`config.mk`:
```
export PLATFORM = sky130hd
export DESIGN_NAME = freq_result_calc
export DESIGN_NICKNAME = d
export VERILOG_FILES = /design/src/rtl/freq_result_calc_pkg.sv /design/src/rtl/freq_result_calc_udiv_serial.sv /design/src/rtl/freq_result_calc.sv
export SDC_FILE = /design/constraint.sdc
export NUM_CORES = 1
export LEC_CHECK = 0
export BUFFER_PORTS_ARGS = -buffer_cell sky130_fd_sc_hd__buf_2
export CAP_MARGIN = 20
export CORE_ASPECT_RATIO = 0.75
export CORE_MARGIN = 2
export CORE_UTILIZATION = 25
export DETAILED_ROUTE_END_ITERATION = 12
export MAX_ROUTING_LAYER = met4
export PLACE_DENSITY = 0.51
export SYNTH_ARGS = -nofsm -noshare
export SYNTH_HDL_FRONTEND = slang
export SYNTH_HIERARCHICAL = 1
export SYNTH_SLANG_ARGS = --single-unit
```
`constraint.sdc`:
```
create_clock -name sys_clk -period 18.09 [get_ports sys_clk]
set_input_delay 1.809 -clock sys_clk [delete_from_list [all_inputs] [get_ports sys_clk]]
set_output_delay 1.809 -clock sys_clk [all_outputs]
set_load 0.005 [all_outputs]
```
`src/rtl/freq_result_calc_pkg.sv`:
```
// Shared definitions for the frequency meter result stage: default widths,
// reference rate and the FSM state encoding.
package freq_result_calc_pkg;

  // Reference tick rate in Hz (must stay below 2^32).
  localparam int unsigned DEF_REF_FREQ = 200_000_000;

  // Widths of the gate measurement and of the result.
  localparam int DEF_TICK_W = 32;
  localparam int DEF_EDGE_W = 16;
  localparam int DEF_OUT_W  = 32;

  // Dividend width; wide enough for EDGE_W + clog2(REF_FREQ) bits.
  localparam int DEF_NUM_W  = 48;

  // FSM state encoding.
  typedef enum logic [2:0] {
    ST_IDLE  = 3'd0,
    ST_LOAD  = 3'd1,
    ST_DIV   = 3'd2,
    ST_ROUND = 3'd3,
    ST_DONE  = 3'd4
  } state_t;

endpackage

```
`src/rtl/freq_result_calc_udiv_serial.sv`:
```
// Serial restoring unsigned divider: one quotient bit per clock, MSB first.
// A start pulse loads the dividend/divisor and clears the partial remainder;
// the divider then runs for exactly NUM_W cycles. done_o is high during the
// final iteration, so quo_o/rem_o are final from the following cycle on and
// are held until the next start.
module udiv_serial #(
  parameter int NUM_W = 48,
  parameter int DEN_W = 32
) (
  input  logic             clk_i,
  input  logic             rst_n_i,
  input  logic             start_i,
  input  logic [NUM_W-1:0] num_i,
  input  logic [DEN_W-1:0] den_i,
  output logic             done_o,
  output logic [NUM_W-1:0] quo_o,
  output logic [DEN_W:0]   rem_o
);

  localparam int CNT_W = $clog2(NUM_W);

  logic [NUM_W-1:0] num_q;
  logic [DEN_W-1:0] den_q;
  logic [DEN_W:0]   rem_q, rem_d;
  logic [NUM_W-1:0] quo_q, quo_d;
  logic [CNT_W-1:0] cnt_q;
  logic             run_q;

  logic [DEN_W:0]   rem_sh;
  logic             ge;

  // One restoring step: shift in the next dividend bit, subtract if it fits.
  always_comb begin
    rem_sh = {rem_q[DEN_W-1:0], num_q[cnt_q]};
    ge     = (rem_sh >= {1'b0, den_q});
    rem_d  = ge ? (rem_sh - {1'b0, den_q}) : rem_sh;
    quo_d  = {quo_q[NUM_W-2:0], ge};
  end

  // Operand load on start, then iterate while running.
  always_ff @(posedge clk_i) begin
    if (!rst_n_i) begin
      num_q <= '0;
      den_q <= '0;
      rem_q <= '0;
      quo_q <= '0;
      cnt_q <= '0;
      run_q <= 1'b0;
    end else if (start_i) begin
      num_q <= num_i;
      den_q <= den_i;
      rem_q <= '0;
      quo_q <= '0;
      cnt_q <= CNT_W'(NUM_W - 1);
      run_q <= 1'b1;
    end else if (run_q) begin
      rem_q <= rem_d;
      quo_q <= quo_d;
      if (cnt_q == '0) begin
        run_q <= 1'b0;
      end else begin
        cnt_q <= cnt_q - 1'b1;
      end
    end
  end

  assign done_o = run_q && (cnt_q == '0);
  assign quo_o  = quo_q;
  assign rem_o  = rem_q;

endmodule

```
`src/rtl/freq_result_calc.sv`:
```
// Result stage of the equal-precision frequency meter: converts a gate
// measurement (N edges over T reference ticks) into f = N*REF_FREQ/T Hz,
// rounded half-up and saturated, and presents it with a one-cycle valid.
//
// state  | meaning
// -------+-----------------------------------------------------------
// IDLE   | waiting for meas_valid; latches T and N on acceptance
// LOAD   | registers N*REF_FREQ into the divider; T==0 skips to DONE
// DIV    | divider iterating, NUM_W cycles
// ROUND  | half-up rounding and saturation; output registers loaded
// DONE   | freq_valid high for this one cycle; back to IDLE
module freq_result_calc
  import freq_result_calc_pkg::*;
#(
  parameter int unsigned REF_FREQ = DEF_REF_FREQ,
  parameter int          TICK_W   = DEF_TICK_W,
  parameter int          EDGE_W   = DEF_EDGE_W,
  parameter int          OUT_W    = DEF_OUT_W,
  parameter int          NUM_W    = DEF_NUM_W
) (
  input  logic              sys_clk,
  input  logic              sys_rst_n,
  input  logic              meas_valid,
  input  logic [TICK_W-1:0] meas_ticks,
  input  logic [EDGE_W-1:0] meas_edges,
  output logic              busy,
  output logic              meas_drop,
  output logic              freq_valid,
  output logic [OUT_W-1:0]  freq_hz,
  output logic              freq_err
);

  state_t            state_q, state_d;
  logic [TICK_W-1:0] ticks_q, ticks_d;
  logic [EDGE_W-1:0] edges_q, edges_d;
  logic              drop_q, drop_d;
  logic              fvalid_q, fvalid_d;
  logic [OUT_W-1:0]  fhz_q, fhz_d;
  logic              ferr_q, ferr_d;

  logic              div_start;
  logic              div_done;
  logic [NUM_W-1:0]  div_num;
  logic [NUM_W-1:0]  div_quo;
  logic [TICK_W:0]   div_rem;

  logic [TICK_W+1:0] rem_x2;
  logic              round_up;
  logic [NUM_W:0]    quo_rnd;
  logic              sat;

  // Constant multiply; the product is captured by the divider in LOAD.
  assign div_num = NUM_W'(edges_q) * NUM_W'(REF_FREQ);

  udiv_serial #(
    .NUM_W (NUM_W),
    .DEN_W (TICK_W)
  ) u_div (
    .clk_i   (sys_clk),
    .rst_n_i (sys_rst_n),
    .start_i (div_start),
    .num_i   (div_num),
    .den_i   (ticks_q),
    .done_o  (div_done),
    .quo_o   (div_quo),
    .rem_o   (div_rem)
  );

  // Half-up rounding and saturation on the finished quotient; a carry out of
  // OUT_W bits from the round-up saturates just like a plain overflow.
  always_comb begin
    rem_x2   = {div_rem, 1'b0};
    round_up = (rem_x2 >= {2'b00, ticks_q});
    quo_rnd  = {1'b0, div_quo} + {{NUM_W{1'b0}}, round_up};
    sat      = |quo_rnd[NUM_W:OUT_W];
  end

  // Next-state, operand latch and output register next values.
  always_comb begin
    state_d   = state_q;
    ticks_d   = ticks_q;
    edges_d   = edges_q;
    drop_d    = meas_valid && (state_q != ST_IDLE);
    fvalid_d  = 1'b0;
    fhz_d     = fhz_q;
    ferr_d    = ferr_q;
    div_start = 1'b0;
    case (state_q)
      ST_IDLE: begin
        if (meas_valid) begin
          ticks_d = meas_ticks;
          edges_d = meas_edges;
          state_d = ST_LOAD;
        end
      end
      ST_LOAD: begin
        if (ticks_q == '0) begin
          fvalid_d = 1'b1;
          fhz_d    = '1;
          ferr_d   = 1'b1;
          state_d  = ST_DONE;
        end else begin
          div_start = 1'b1;
          state_d   = ST_DIV;
        end
      end
      ST_DIV: begin
        if (div_done) begin
          state_d = ST_ROUND;
        end
      end
      ST_ROUND: begin
        fvalid_d = 1'b1;
        fhz_d    = sat ? {OUT_W{1'b1}} : quo_rnd[OUT_W-1:0];
        ferr_d   = sat;
        state_d  = ST_DONE;
      end
      ST_DONE: begin
        state_d = ST_IDLE;
      end
      default: begin
        state_d = ST_IDLE;
      end
    endcase
  end

  // State and output registers; reset aborts any computation in flight.
  always_ff @(posedge sys_clk) begin
    if (!sys_rst_n) begin
      state_q  <= ST_IDLE;
      ticks_q  <= '0;
      edges_q  <= '0;
      drop_q   <= 1'b0;
      fvalid_q <= 1'b0;
      fhz_q    <= '0;
      ferr_q   <= 1'b0;
    end else begin
      state_q  <= state_d;
      ticks_q  <= ticks_d;
      edges_q  <= edges_d;
      drop_q   <= drop_d;
      fvalid_q <= fvalid_d;
      fhz_q    <= fhz_d;
      ferr_q   <= ferr_d;
    end
  end

  assign busy       = (state_q != ST_IDLE);
  assign meas_drop  = drop_q;
  assign freq_valid = fvalid_q;
  assign freq_hz    = fhz_q;
  assign freq_err   = ferr_q;

endmodule
```
==> run metrics <==
status complete, no violations; critical path's most frequent cell fa_1; first-pass iteration count of the detailed router 5; Synth Cell Area 18,800 um^2; remaining global-route overflow 0; crit path buf inv count 4; hold_buf cts 0; # setup viols final 0; DRT antenna net count 0; starting density of the core 25.1%; switch share 41.0%; Residual DRC 0; clock sink count 254; # IOs 87; worst-path cell chain fa_1 -> fa_1 -> inv_1 -> fa_1 -> inv_1 -> fa_1 -> fa_1 -> inv_1 -> fa_1 -> inv_1 -> ha_1 -> a21oi_1 -> o21ai_0 -> a211o_1 -> a41oi_1 -> o31a_1 -> o21ai_0 -> a221oi_1 -> xnor2_1 -> mux2i_1 -> nor2b_1; CTS tree done; CP delay by family, top adder cells; global-route wire length before repair 78.5 mm; final critical-path share of the clock period 37.3%; register area 5090 um^2; routed wire length 48.1 mm; Lkg Pwr 0.00923 uW; Via-to-Cell Ratio 4.59; Multi-input gate area 12,400 um^2; Post-CTS Setup Inserts 0; Total GRT Usage 12.9%; CTS Buf Count 31; Comb pwr share 50.0%; FMAX 0.148 GHz; Async SR Flop Fraction 0%; register area share after synthesis 27.1%; Max Slew Vio Count 0; ys flop type dfxtp_1; GPL Wtd Cong 0.864; maxcap violations 0; fin cells 3,106; cts repair resizes 0; die width 321 um; post-layout min period 6.74 ns; HP Start freq_err; area of the die 77,400 um^2; Setup CP Type flip-flop to flip-flop; Peak VDD IR 92.1 uV; Worst-path clk slew 0.06 ns; Row Count 87; CTS root buf clkbuf_16; slowest cell delay on critical path 0.59 ns; CP startpoint edges_q[5]; pin count of the biggest net entering global routing 98; drt wl/cell 15.5 um; final setup skew 0.0246 ns; Syn Area/Cell 9.15 um^2; flops & latches, synth 254; worst-margin pin slew 1.04 ns; sw power 1050 uW; # H-tree levels 1; Clk network pwr share 24.7%; number of flops mapped to enable cells by yosys 0; slowest CP cell fa_1; initial antenna violation count 0; RSZ-0062 raised after global routing no; worst-path maximum fanout 7; Gate Count Post-Synth 2,053; Layout fillers 7,914; clk_lat worst skew 0.61 ns; Power Internal 1500 uW; Setup TNS 0 ns; final hold violation count 0; pwr/cell area 120 nW/um^2; Yosys cell types 69; # nets final 2,448; P&R area growth vs syn 13.2%; Sequential Power Share 25.3%; height of the die 241 um; reg2reg start edges_q[5]; via count 14,300; core area 74,800 um^2; Yosys Warn Count 6; HP Class flip-flop to flip-flop; clk buf depth 3; number of DRC violations after detailed-routing iteration 0 702; half-perimeter wire length after placement 36.7 mm; critical path capture point type flip-flop; IO buf count 86; layout cells sized above 1 8.98%; number of global-route vias before repair 14,300; dpl cells 3,048; CP arrival 7.28 ns; CP required 18.63 ns; Startpoint Class flip-flop; Relative slew margins 30.9%
==> worst register-to-register path: stages, from the launching register on <==
cell	delay [ns]
dfxtp_1	0.54
fa_1	0.58
fa_1	0.59
inv_1	0.06
fa_1	0.50
inv_1	0.05
fa_1	0.47
fa_1	0.56
inv_1	0.06
fa_1	0.53
inv_1	0.04
ha_1	0.37
a21oi_1	0.25
o21ai_0	0.16
a211o_1	0.31
a41oi_1	0.37
o31a_1	0.26
o21ai_0	0.21
a221oi_1	0.35
xnor2_1	0.17
mux2i_1	0.10
nor2b_1	0.14
==> cell usage after synthesis, types with 12 or more instances <==
cell	count	area share (%)
a211oi_1	14	0.56
a21boi_0	50	2.0
a21o_1	41	1.6
a21oi_1	91	2.4
a31oi_1	17	0.57
and3_1	19	0.63
clkbuf_1	65	1.3
dfxtp_1	254	27
fa_1	109	12
ha_1	183	12
inv_1	250	5.0
mux2i_1	143	7.6
mux4_2	15	1.8
nand2_1	166	3.3
nand3_1	29	0.77
nand4_1	26	0.87
nor2_1	131	2.6
nor2b_1	92	3.1
nor3_1	19	0.51
nor4_1	14	0.47
o211ai_1	12	0.48
o21a_1	17	0.68
o21ai_0	44	1.2
o221a_1	32	1.9
xnor2_1	53	2.5
xor2_1	33	1.5
==> state kept, by name, indices dropped and copies added, names as in the netlist, 6 cells and up <==
signal	flops
u_div/den_q	32
u_div/rem_o	33
u_div/quo_o	48
u_div/num_q	48
freq_hz	32
edges_q	16
ticks_q	32
u_div/cnt_q	6
==> logic make-up after synthesis <==
group / after synthesis / synth area share, %
AOI/OAI and AO/OA: 373 / 14.2
buffers and inverters: 342 / 7.19
adders and majority gates: 292 / 23.8
muxes: 159 / 9.47
and+or+nand+nor: 546 / 14.3
xor gates and xnor gates: 86 / 4.01
DFF: 254 / 27.1
other: 1 / 0.0200
==> metal layers <==
metal / GRT usage [%] / routed length (um) / vias up
met5: - / 0 / -
met4: 1.91 / 696 / 0
met3: 1.71 / 1840 / 51
met2: 18.0 / 19100 / 217
met1: 19.8 / 26500 / 6893
li1: - / - / 7102
==> cell usage in the layout, fill, tap and decap left out, types with 31 or more instances in the layout <==
master     count
o21ai_0       44
nor2b_1       92
xnor2_1       53
ha_1         183
a21oi_1       90
a21boi_0      50
o221a_1       32
a21o_1        41
clkbuf_16     31
fa_1         109
nand2_1      165
dfxtp_1      253
buf_2         85
xor2_1        33
nor2_1       131
mux2i_1      143
inv_1        250
==> layout make-up <==
type	instances	area share (%)
antenna	1	0.0118
timing repair buffer	98	2.67
clock buffer	45	4.22
tap	979	5.76
sequential	254	23.9
inverter	251	4.43
multi-input combinational	1469	58.4
clock inverter	9	0.547
==> through the flow <==
stage               setup WS, ns  hold WS (ns)  total power (uW)  util [%]  cell area, um^2
floorplan                  12.09         0.469              1650         -            18800
global placement           11.51         0.476              1920      27.0            20200
detailed placement         11.38         0.483              1930      27.0            20200
CTS                        11.36         0.497              2580      28.4            21200
global route               11.04         0.532              2780      28.4            21300
finish                     11.35         0.491              2550      28.4            21300
==> power by group through the flow <==
stage	clock network, uW	registers (uW)	logic (uW)
4_1_cts	652	648	1280
5_1_grt	676	653	1460
3_3_place_gp	0	658	1260
6_report	630	646	1270
3_5_place_dp	0	660	1270
2_1_floorplan	0	636	1010
==> worst paths after layout <==
path,to,slack [ns],depth (start not counted)
worst min-delay path,freq_err,0.49,1
worst max register to register,u_div/num_q[43],11.35,21
worst max-delay path,u_div/num_q[43],11.35,21
worst min register to register,freq_err,0.49,1
(Power assumes the default switching activity.)
